==> config.mk <==
export PLATFORM = sky130hd
export DESIGN_NAME = stopwatch_ctrl
export DESIGN_NICKNAME = d
export VERILOG_FILES = /design/src/rtl/stopwatch_ctrl.sv
export SDC_FILE = /design/constraint.sdc
export NUM_CORES = 1
export LEC_CHECK = 0
export CAP_MARGIN = 10
export CORE_ASPECT_RATIO = 1.25
export CORE_MARGIN = 2
export CORE_UTILIZATION = 35
export CTS_BUF_LIST = sky130_fd_sc_hd__clkbuf_8 sky130_fd_sc_hd__clkbuf_16
export DETAILED_ROUTE_END_ITERATION = 8
export HOLD_SLACK_MARGIN = 0.1
export PLACE_DENSITY = 0.51
export SLEW_MARGIN = 20
export SYNTH_ARGS = -nofsm -noshare
export SYNTH_HDL_FRONTEND = slang
export SYNTH_SLANG_ARGS = --single-unit
==> constraint.sdc <==
create_clock -name clk_sys -period 4.36 [get_ports clk_sys]
set_input_delay 0.872 -clock clk_sys [delete_from_list [all_inputs] [get_ports clk_sys]]
set_output_delay 0.872 -clock clk_sys [all_outputs]
set_load 0.005 [all_outputs]
==> src/rtl/stopwatch_ctrl.sv <==
// Run/pause/lap/idle controller for a 00..99 one-second BCD counter.
// It generates the count tick and drives two active-low 7-segment digits.
module stopwatch_ctrl #(
    parameter int unsigned CLK_DIV  = 50000000,
    parameter int unsigned MAX_TENS = 9
) (
    input  logic       clk_sys,
    input  logic       clr,
    input  logic       btn_ss,
    input  logic       btn_lap,
    output logic       run,
    output logic       lap_hold,
    output logic       RCO,
    output logic [3:0] cnt_tens,
    output logic [3:0] cnt_ones,
    output logic [6:0] Y_tens,
    output logic [6:0] Y_ones
);

    localparam int unsigned PRE_W = $clog2(CLK_DIV);
    localparam logic [PRE_W-1:0] PRE_MAX = PRE_W'(CLK_DIV - 1);
    localparam logic [3:0] TENS_MAX = 4'(MAX_TENS);
    localparam logic [6:0] SEG_ZERO = 7'b1000000;

    typedef enum logic [1:0] {
        S_IDLE  = 2'd0,
        S_RUN   = 2'd1,
        S_PAUSE = 2'd2,
        S_LAP   = 2'd3
    } state_e;

    state_e           state_q, state_d;
    logic             ss_prev_q, lap_prev_q;
    logic [PRE_W-1:0] presc_q, presc_d;
    logic [3:0]       tens_q, tens_d, ones_q, ones_d;
    logic [3:0]       snap_tens_q, snap_tens_d, snap_ones_q, snap_ones_d;
    logic             rco_q, rco_d;
    logic [6:0]       y_tens_q, y_tens_d, y_ones_q, y_ones_d;

    logic             press_ss, press_lap;
    logic             counting, tick, wrap, clear;
    logic [3:0]       disp_tens, disp_ones;

    // Active-low gfedcba segment pattern; anything outside 0..9 blanks.
    function automatic logic [6:0] seg7(input logic [3:0] v);
        logic [6:0] s;
        case (v)
            4'd0:    s = 7'b1000000;
            4'd1:    s = 7'b1111001;
            4'd2:    s = 7'b0100100;
            4'd3:    s = 7'b0110000;
            4'd4:    s = 7'b0011001;
            4'd5:    s = 7'b0010010;
            4'd6:    s = 7'b0000010;
            4'd7:    s = 7'b1111000;
            4'd8:    s = 7'b0000000;
            4'd9:    s = 7'b0010000;
            default: s = 7'b1111111;
        endcase
        return s;
    endfunction

    assign press_ss  = btn_ss & ~ss_prev_q;
    assign press_lap = btn_lap & ~lap_prev_q;

    // State register; clr reloads prev from the live button level.
    always_ff @(posedge clk_sys) begin
        ss_prev_q  <= btn_ss;
        lap_prev_q <= btn_lap;
        if (clr) begin
            state_q <= S_IDLE;
        end else begin
            state_q <= state_d;
        end
    end

    // Next state: start/stop takes priority over lap on a simultaneous press.
    always_comb begin
        state_d = state_q;
        case (state_q)
            S_IDLE: begin
                if (press_ss) state_d = S_RUN;
            end
            S_RUN: begin
                if (press_ss)       state_d = S_PAUSE;
                else if (press_lap) state_d = S_LAP;
            end
            S_LAP: begin
                if (press_ss)       state_d = S_PAUSE;
                else if (press_lap) state_d = S_RUN;
            end
            S_PAUSE: begin
                if (press_ss)       state_d = S_RUN;
                else if (press_lap) state_d = S_IDLE;
            end
            default: state_d = S_IDLE;
        endcase
    end

    // Status outputs decoded straight from the state register.
    always_comb begin
        run      = 1'b0;
        lap_hold = 1'b0;
        case (state_q)
            S_RUN: run = 1'b1;
            S_LAP: begin
                run      = 1'b1;
                lap_hold = 1'b1;
            end
            default: begin
                run      = 1'b0;
                lap_hold = 1'b0;
            end
        endcase
    end

    // Prescaler, BCD count, snapshot and display next values.
    always_comb begin
        counting    = (state_q == S_RUN) || (state_q == S_LAP);
        tick        = counting && (presc_q == PRE_MAX);
        wrap        = tick && (tens_q == TENS_MAX) && (ones_q == 4'd9);
        clear       = (state_q == S_IDLE) || ((state_q == S_PAUSE) && (state_d == S_IDLE));

        presc_d     = presc_q;
        tens_d      = tens_q;
        ones_d      = ones_q;
        snap_tens_d = snap_tens_q;
        snap_ones_d = snap_ones_q;
        rco_d       = wrap;

        if (clear) begin
            presc_d = '0;
            tens_d  = 4'd0;
            ones_d  = 4'd0;
        end else if (counting) begin
            presc_d = tick ? '0 : presc_q + 1'b1;
            if (tick) begin
                if (ones_q == 4'd9) begin
                    ones_d = 4'd0;
                    tens_d = (tens_q == TENS_MAX) ? 4'd0 : tens_q + 4'd1;
                end else begin
                    ones_d = ones_q + 4'd1;
                end
            end
        end

        // Snapshot captures the post-tick count on the RUN->LAP edge.
        if ((state_q == S_RUN) && (state_d == S_LAP)) begin
            snap_tens_d = tens_d;
            snap_ones_d = ones_d;
        end

        disp_tens = (state_q == S_LAP) ? snap_tens_q : tens_q;
        disp_ones = (state_q == S_LAP) ? snap_ones_q : ones_q;
        y_tens_d  = seg7(disp_tens);
        y_ones_d  = seg7(disp_ones);
    end

    always_ff @(posedge clk_sys) begin
        if (clr) begin
            presc_q     <= '0;
            tens_q      <= 4'd0;
            ones_q      <= 4'd0;
            snap_tens_q <= 4'd0;
            snap_ones_q <= 4'd0;
            rco_q       <= 1'b0;
            y_tens_q    <= SEG_ZERO;
            y_ones_q    <= SEG_ZERO;
        end else begin
            presc_q     <= presc_d;
            tens_q      <= tens_d;
            ones_q      <= ones_d;
            snap_tens_q <= snap_tens_d;
            snap_ones_q <= snap_ones_d;
            rco_q       <= rco_d;
            y_tens_q    <= y_tens_d;
            y_ones_q    <= y_ones_d;
        end
    end

    assign RCO      = rco_q;
    assign cnt_tens = tens_q;
    assign cnt_ones = ones_q;
    assign Y_tens   = y_tens_q;
    assign Y_ones   = y_ones_q;

endmodule

==> reports/results.txt, run 1 <==
status: finished clean
Cells after Synth: 323
fillcell total: 804
initial antenna violation count: 0
Mean Syn Cell Area: 9.030 um2
final hold vios: 0
Post-synth EDFFs: 0
Power Total: 1.210 mW
worst-case clock skew: 9.494 ps
Worst Hold Path EP: snap_ones_q[3]
worst-margin pin slew: 895.5 ps
DRC violations left: 0
type of origin of the critical path: flip-flop
Worst Reg-to-Reg Cells: 7
DRT Pass-1 Iters: 4
ys flop type: dfxtp_1
CP Data Required Time: 3490 ps
Wirelength per Cell: 13.07 um
Core ar.: 8148 um2
post-synth top area share: 0.4187
clock share of power: 0.509
Critical Path AT: 2200 ps
Hold Path Origin: snap_ones_q[3]
final wirelength: 5.907 mm
RSZ-0062 raised after global routing: false
total grt overflow: 0
Final GP Congestion: 0.7568
Psw: 0.2469 mW
DR iter-0 viols: 48
area leader, netlist: dfxtp_1
Reg power frac: 0.468
f_max: 325.7 MHz
post-synth net total: 340
total of max-cap violations: 0
most common cell after layout, fill and taps aside: dfxtp_1
final setup vio count: 0
Sw Share: 0.2041
critical path class: flip-flop to primary output
Critical Path End Type: primary output
Worst slew margin: 0.4030
Setup Buffers After CTS: 0
clock root cell: clkbuf_8
DIE WIDTH: 85.65 um
worst skew pair latency: 330 ps
Crit Reg-Reg Startpoint: state_q[0]
cell row count: 37
Syn Std Cell Area: 2917 um2
Synth-to-Final Area Change: 20.51%
worst reg2reg setup slack: 1500 ps
die area: 9084 um2
num ports: 29
pwr dens: 344.2 nW/um2
post-synthesis sequential area ratio: 0.4187
setup TNS: 0 ps
worst reg2reg endpoint: Y_ones[6]
cell-internal power: 0.9629 mW
H-tree depth: 3
Ant. Diodes: 0
Final Cycle Share: 0.7043
CTS Sinks: 61
Slew Viols, Final: 0
Routed Antenna Nets: 0
Yosys cell types: 49
DP HPWL: 4.090 mm
Final min period: 3071 ps
CTS Hold Bufs: 0
Die Y: 106.1 um
ys async rst share: 0
cts bufs inserted: 9
vias in the first global route: 2,239
top cells by area, synth: dfxtp_1 (42%), nor2_1 (6.7%), xor2_1 (6.3%), ha_1 (5.6%), mux2i_1 (5.5%)
Gate power share: 0.023
CTS resizes: 0
CTS max path bufs: 2
final net count: 367
synth warn: 0
Port Buffers: 28
largest net degree at the start of global routing: 25
CTS tree: built
static leakage power: 1.403 nW
register bit total from synthesis: 61
most frequent cells in the layout: dfxtp_1 (61), nor2_1 (52), clkdlybuf4s50_1 (28)
VDD IR-drop max: 0.2196 mV
Min-Delay Path Class: flip-flop to flip-flop
via/cell ratio: 5.049
Clock transition at path regs: 70 ps
post-layout util: 0.4314
Critical Path Fanout Max: 17
Total GRT Usage: 0.1428
DR vias: 2,282
hold path depth: 2
Starting Density: 0.3580
global-route wire length before repair: 10.32 mm
share of layout cells above drive strength 1: 0.08451
## worst max-delay path, stage by stage, from the launching register on
cell and delay, ps:
dfxtp_1 680, nand2_1 510, inv_1 160, clkdlybuf4s50_1 520
## flip-flops by register name, summed over array words and instances, names as in the netlist
signal / flops
cnt_tens: 4
RCO: 1
snap_ones_q: 4
Y_ones: 7
ss_prev_q: 1
state_q: 2
cnt_ones: 4
presc_q: 26
lap_prev_q: 1
Y_tens: 7
snap_tens_q: 4
## routing by layer
metal	wire length, um	track usage	part of all wire	vias up
met2	2838	0.2277	0.48	35
met5	0	0	0	-
met3	209	0.03106	0.035	5
met1	2799	0.1787	0.47	1070
li1	-	-	-	1172
met4	61	0.07596	0.010	0
## power by group through the flow
| stage | sequential [mW] | clock (mW) | combinational (mW) |
|---|---|---|---|
| floorplan | 0.575 | 0 | 0.0241 |
| global placement | 0.579 | 0 | 0.0282 |
| detailed placement | 0.579 | 0 | 0.0288 |
| CTS | 0.566 | 0.631 | 0.0288 |
| global route | 0.566 | 0.656 | 0.0324 |
| finish | 0.566 | 0.616 | 0.0279 |
## cell type report
| type | count | area (um2) | area share |
|---|---|---|---|
| multi-input cells | 238 | 1599 | 0.4550 |
| repair buffers | 30 | 295.3 | 0.08402 |
| flip-flops and latches | 61 | 1221 | 0.3475 |
| clock buffers | 10 | 137.6 | 0.03916 |
| inverters | 10 | 37.54 | 0.01068 |
| well taps | 97 | 121.4 | 0.03453 |
| clock inverters | 6 | 102.6 | 0.02919 |
## cells by family (layout without fill, tap and decap cells)
group,after synthesis,in the layout,share of synthesized area
AND/OR/NAND/NOR,137,137,0.2514
XOR/XNOR,28,28,0.08409
AO/OA/AOI/OAI,41,41,0.08838
adder cells (fa/ha/maj),13,13,0.05577
buffers and inverters,24,56,0.03518
flip-flops,61,61,0.4187
multiplexers,19,19,0.06649
## through the flow
step	hold slack, ps	worst slack (ps)	std cells	cell area, um2
3_3_place_gp	460.7	1395	436	3268
2_1_floorplan	424.4	2199	323	2917
3_5_place_dp	457.6	1339	436	3268
6_report	476.8	1289	452	3515
5_1_grt	508.1	1119	452	3515
4_1_cts	475.8	1261	452	3508
## cell usage after synthesis (all sizes together), types with 2 or more instances
library cell,n
nor4,4
nand3,15
a22oi,2
xor2,21
a21oi,15
buf,5
nand2b,7
mux2i,16
nand4,13
or2,2
mux2,3
clkbuf,9
and3,7
xnor2,7
a211oi,5
nor2,52
nor2b,2
o21ai,9
a21o,2
ha,13
nand4b,2
and2,2
nand2,19
dfxtp,61
nor3,3
inv,10
## worst max-delay path by stage
stage                           from          end  depth (start not counted)
after global routing      state_q[0]     lap_hold                          3
after floorplan           state_q[0]    Y_ones[6]                          9
after detailed placement         clr   presc_q[5]                          7
final                     state_q[0]     lap_hold                          3
after global placement           clr  presc_q[19]                          7
after CTS                 state_q[0]     lap_hold                          3
Power figures use the tool's default switching activity.
==> run 2, diff against run 1 <==
==> constraint.sdc (replaced) <==
create_clock -name clk_sys -period 3.05 [get_ports clk_sys]
set_input_delay 0.61 -clock clk_sys [delete_from_list [all_inputs] [get_ports clk_sys]]
set_output_delay 0.61 -clock clk_sys [all_outputs]
set_load 0.005 [all_outputs]
==> run 2 against run 1 <==
Net effect: power grew 22%; first-iteration DRC count grew 40%; routed wire length grew 3.7%; critical endpoint unchanged.
==> reports/results.txt, run 2 (same netlist as run 1, synthesis figures left out) <==
status: finished clean (unchanged)
Top reg by flops: presc_q (unchanged)
worst reg2reg endpoint: Y_ones[6] (unchanged)
Critical Path AT: 1800 ps (was 2200 ps)
via/cell ratio: 5.039 (was 5.049)
share of layout cells above drive strength 1: 0.09749 (was 0.08451)
final hold vios: 0 (unchanged)
worst-margin pin slew: 760.2 ps (was 895.5 ps)
total grt overflow: 0 (unchanged)
final net count: 371 (was 367)
worst skew pair latency: 350 ps (was 330 ps)
most common cell after layout, fill and taps aside: dfxtp_1 (unchanged)
Slew Viols, Final: 0 (unchanged)
num ports: 29 (unchanged)
pwr dens: 425.6 nW/um2 (was 344.2 nW/um2)
Ant. Diodes: 0 (unchanged)
Final min period: 2414 ps
cts bufs inserted: 9 (unchanged)
Worst Reg-to-Reg Cells: 7 (unchanged)
global-route wire length before repair: 10.72 mm (was 10.32 mm)
Sequential Area: 1221 um2 (unchanged)
Worst slew margin: 0.4890 (was 0.4030)
DR iter-0 viols: 67 (was 48)
Synth-to-Final Area Change: 18.79% (was 20.51%)
DP HPWL: 4.248 mm (was 4.090 mm)
DRC violations left: 0 (unchanged)
hold path depth: 2 (unchanged)
Routed Antenna Nets: 0 (unchanged)
cell row count: 37 (unchanged)
post-route cell area: 3465 um2 (was 3515 um2)
max reg flops: 26 (unchanged)
static leakage power: 1.374 nW (was 1.403 nW)
CP Data Required Time: 2440 ps (was 3490 ps)
worst reg2reg setup slack: 750 ps (was 1500 ps)
Starting Density: 0.3580 (unchanged)
Wirelength per Cell: 13.43 um (was 13.07 um)
VDD IR-drop max: 0.2527 mV (was 0.2196 mV)
critical path class: flip-flop to primary output (unchanged)
die area: 9084 um2 (unchanged)
Crit Reg-Reg Startpoint: state_q[1] (was state_q[0])
RSZ-0062 raised after global routing: false (unchanged)
CTS resizes: 0 (unchanged)
CTS tree: built (unchanged)
type of origin of the critical path: flip-flop (unchanged)
Power Total: 1.475 mW (was 1.210 mW)
total of max-cap violations: 0 (unchanged)
Total GRT Usage: 0.1493 (was 0.1428)
Hold Path Origin: snap_ones_q[3] (unchanged)
largest net degree at the start of global routing: 25 (unchanged)
Final Cycle Share: 0.7913
final setup vio count: 0 (unchanged)
Clock transition at path regs: 70 ps (about the same)
worst setup margin: 636.4 ps (was 1289 ps)
setup TNS: 0 ps (unchanged)
Post-DP Area: 3298 um2 (was 3268 um2)
most frequent cells in the layout: dfxtp_1 (61), nor2_1 (52), clkdlybuf4s50_1 (28) (unchanged)
Core ar.: 8148 um2 (unchanged)
Setup Buffers After CTS: 0 (unchanged)
DR vias: 2,298 (was 2,282)
post-layout util: 0.4252 (was 0.4314)
fillcell total: 830 (was 804)
Die Y: 106.1 um (unchanged)
DIE WIDTH: 85.65 um (unchanged)
H-tree depth: 3 (unchanged)
DRT Pass-1 Iters: 4 (unchanged)
clock root cell: clkbuf_8 (unchanged)
initial antenna violation count: 0 (unchanged)
Critical Path End Type: primary output (unchanged)
CTS Hold Bufs: 0 (unchanged)
Port Buffers: 28 (unchanged)
Worst Hold Path EP: snap_ones_q[3] (unchanged)
dpl ws: 643.5 ps (was 1339 ps)
Critical Path Fanout Max: 7 (was 17)
Final GP Congestion: 0.7625 (was 0.7568)
Min-Delay Path Class: flip-flop to flip-flop (unchanged)
vias in the first global route: 2,359 (was 2,239)
worst-case clock skew: 6.818 ps (was 9.494 ps)
area of the multi-input gates: 1593 um2 (was 1599 um2)
final wirelength: 6.123 mm (was 5.907 mm)
f_max: 414.3 MHz
CTS max path bufs: 2 (unchanged)
CTS Sinks: 61 (unchanged)
-- run 2: cell types whose count changed in the layout (fill, tap and decap cells not counted) --
| cell | previous run | this run |
|---|---|---|
| buf_4 | 2 | 6 |
| bufinv_16 | 3 | 0 |
| clkinv_2 | 1 | 4 |
| clkinvlp_4 | 0 | 3 |
| inv_1 | 12 | 10 |
| clkbuf_8 | 10 | 9 |
| nor4_1 | 1 | 2 |
| nor4_2 | 2 | 1 |
-- run 2: area by class of cell --
| class | count | share of cell area |
|---|---|---|
| Timing Repair Buffer | 34 | 0.09390 |
| Sequential cell | 61 | 0.3525 |
| Multi-Input combinational cell | 238 | 0.4597 |
| Clock buffer | 9 | 0.03575 |
| Inverter | 10 | 0.01083 |
| Tap cell | 97 | 0.03503 |
| Clock inverter | 7 | 0.01228 |
-- run 2: worst max-delay path by stage --
stage | start | to | slack (ps) | cells past startpoint
global route | state_q[1] | Y_ones[6] | 530 | 7
floorplan | state_q[0] | Y_ones[6] | 890 | 9
finish | state_q[1] | lap_hold | 640 | 4
detailed placement | btn_lap | snap_tens_q[3] | 640 | 6
global placement | btn_lap | snap_tens_q[3] | 680 | 6
CTS | state_q[1] | lap_hold | 610 | 4
-- run 2: routing by layer --
metal  part of all wire  vias to the layer above  track usage
met2               0.49                       30       0.2500
li1                   -                     1184            -
met4              0.026                        0      0.08163
met1               0.46                     1073       0.1740
met5                  0                        -            0
met3              0.029                       11      0.03494
-- run 2: power breakdown --
| part | total, mW | internal, mW | switching, mW |
|---|---|---|---|
| combinational | 0.0486 | 0.0190 | 0.0296 |
| clock | 0.621 | 0.288 | 0.334 |
| sequential | 0.805 | 0.802 | 0.00315 |
-- run 2: critical path, cell delays in order, from the launching register on --
cell,delay [ps]
dfxtp_1,380
nand2_1,270
buf_4,270
inv_1,50
clkdlybuf4s50_1,480
-- run 2: metrics by stage --
stage / instances / hold WS (ps)
2_1_floorplan: 323 / 424.4
3_3_place_gp: 440 / 449.1
3_5_place_dp: 440 / 452.4
4_1_cts: 456 / 470.4
5_1_grt: 456 / 525.9
6_report: 456 / 471.2
==> run 3, diff against run 2 <==
==> constraint.sdc (replaced) <==
create_clock -name clk_sys -period 2.3 [get_ports clk_sys]
set_input_delay 0.46 -clock clk_sys [delete_from_list [all_inputs] [get_ports clk_sys]]
set_output_delay 0.46 -clock clk_sys [all_outputs]
set_load 0.005 [all_outputs]
==> run 3 against run 2 <==
Net effect: final area is 4.0% higher; routed wire length is 0.49% lower; clock power is 50% higher; critical path depth stayed put; global-route usage is 0.34 points lower; register-to-register slack worse by 490 ps; combinational power is 49% higher.
==> reports/results.txt, run 3 (same netlist as run 1, synthesis figures left out) <==
CTS max path bufs: 2 (unchanged)
Final GP Congestion: 0.8235 (was 0.7625)
final net count: 384 (was 371)
post-layout util: 0.4421 (was 0.4252)
CP Data Required Time: 1840 ps (was 2440 ps)
final hold vios: 0 (unchanged)
most frequent cells in the layout: dfxtp_1 (61), nor2_1 (52), clkdlybuf4s50_1 (28) (unchanged)
Critical Path AT: 1640 ps (was 1800 ps)
CP cell instances: nand2_2 -> buf_4 -> inv_1 -> clkdlybuf4s50_1 (was nand2_1 -> buf_4 -> inv_1 -> clkdlybuf4s50_1)
DP HPWL: 4.334 mm (was 4.248 mm)
final wirelength: 6.093 mm (was 6.123 mm)
vias in the first global route: 2,312 (was 2,359)
f_max: 475.1 MHz
max reg flops: 26 (unchanged)
Psw: 0.4597 mW (was 0.3663 mW)
Gate power share: 0.035 (was 0.033)
share of layout cells above drive strength 1: 0.1290 (was 0.09749)
worst-case clock skew: 7.170 ps (was 6.818 ps)
clock share of power: 0.450 (was 0.421)
worst skew pair latency: 330 ps (was 350 ps)
DR vias: 2,322 (was 2,298)
H-tree depth: 3 (unchanged)
largest net degree at the start of global routing: 25 (unchanged)
Routed Antenna Nets: 0 (unchanged)
static leakage power: 1.468 nW (was 1.374 nW)
DRT Pass-1 Iters: 4 (unchanged)
setup TNS: 0 ps (unchanged)
critical path class: flip-flop to primary output (unchanged)
Wirelength per Cell: 12.99 um (was 13.43 um)
Ant. Diodes: 0 (unchanged)
RSZ-0062 raised after global routing: false (unchanged)
die area: 9084 um2 (unchanged)
fillcell total: 819 (was 830)
cts bufs inserted: 9 (unchanged)
Clock transition at path regs: 70 ps (about the same)
Synth-to-Final Area Change: 23.51% (was 18.79%)
total of max-cap violations: 0 (unchanged)
total grt overflow: 0 (unchanged)
most common cell after layout, fill and taps aside: dfxtp_1 (unchanged)
DIE WIDTH: 85.65 um (unchanged)
cell row count: 37 (unchanged)
Core ar.: 8148 um2 (unchanged)
CTS Sinks: 61 (unchanged)
Total GRT Usage: 0.1459 (was 0.1493)
Crit-path slowest cell: clkdlybuf4s50_1 (unchanged)
pwr dens: 575.4 nW/um2 (was 425.6 nW/um2)
Sw Share: 0.2218 (was 0.2484)
Setup Buffers After CTS: 0 (unchanged)
Final min period: 2105 ps
status: finished clean (unchanged)
Final Cycle Share: 0.9152
CTS tree: built (unchanged)
via/cell ratio: 4.951 (was 5.039)
Starting Density: 0.3580 (unchanged)
Port Buffers: 28 (unchanged)
num ports: 29 (unchanged)
Top reg by flops: presc_q (unchanged)
Critical Path Fanout Max: 8 (was 7)
Worst slew margin: 0.6947 (was 0.4890)
Die Y: 106.1 um (unchanged)
DRC violations left: 0 (unchanged)
Slew Viols, Final: 0 (unchanged)
Largest stage delay, worst path: 500 ps (was 480 ps)
DR iter-0 viols: 73 (was 67)
type of origin of the critical path: flip-flop (unchanged)
Min-Delay Path Class: flip-flop to flip-flop (unchanged)
initial antenna violation count: 0 (unchanged)
cell-internal power: 1.613 mW (was 1.108 mW)
clock root cell: clkbuf_8 (unchanged)
Critical Path End Type: primary output (unchanged)
Reg power frac: 0.515 (was 0.546)
global-route wire length before repair: 10.54 mm (was 10.72 mm)
worst-margin pin slew: 445.3 ps (was 760.2 ps)
VDD IR-drop max: 0.2991 mV (was 0.2527 mV)
final setup vio count: 0 (unchanged)
==> run 3: area by class of cell <==
type,instances,area (um2),share of cell area
sequential,61,1221,0.3390
clock buffer,10,137.6,0.03821
inverter,10,37.54,0.01042
tap,97,121.4,0.03369
timing repair buffer,47,435.4,0.1209
clock inverter,6,53.80,0.01494
multi-input combinational,238,1595,0.4429
==> run 3: critical path: cells and delay by family, from the launching register on <==
family,cells,cell delay [ps]
simple gates,1,180
buf+inv,3,740
flops,1,390
==> run 3: per-layer routing <==
layer	up-vias	track usage	wire length [um]
met2	28	0.2411	2940
met5	-	0	0
met3	6	0.04891	235
met4	0	0.06122	89
li1	1205	-	-
met1	1083	0.1714	2828
==> run 3: repair_timing <==
item | 4_1_cts | 5_1_grt
hold buffers | 0 | 0
endpoints found under the setup margin | 0 | 1
resized for setup | 0 | 1
==> run 3: power groups by stage <==
stage                     combinational [mW]  clock [mW]  sequential, mW
after floorplan                       0.0457           0            1.09
after global placement                0.0723           0            1.09
after detailed placement              0.0727           0            1.09
after CTS                             0.0732       0.962            1.07
after global routing                  0.0811        1.02            1.07
final                                 0.0722       0.933            1.07
==> run 3: final timing paths <==
kind                       start             end  slack (ps)  depth (start not counted)
hold reg to reg   snap_ones_q[3]  snap_ones_q[3]         480                          2
hold / removal    snap_ones_q[3]  snap_ones_q[3]         480                          2
setup / recovery      state_q[0]        lap_hold         200                          4
setup reg to reg      presc_q[1]     cnt_tens[3]         260                          6
==> run 3: metrics by stage <==
step | hold slack, ps | instances | setup slack [ps] | instance area, um2 | power [mW]
after floorplan | 424.4 | 323 | 138.5 | 2917 | 1.136
after global placement | 458.5 | 453 | 234.9 | 3408 | 1.164
after detailed placement | 459.9 | 453 | 228.0 | 3408 | 1.164
after CTS | 487.1 | 469 | 23.41 | 3600 | 2.102
after global routing | 513.0 | 469 | 47.74 | 3602 | 2.169
final | 482.3 | 469 | 195.1 | 3602 | 2.073
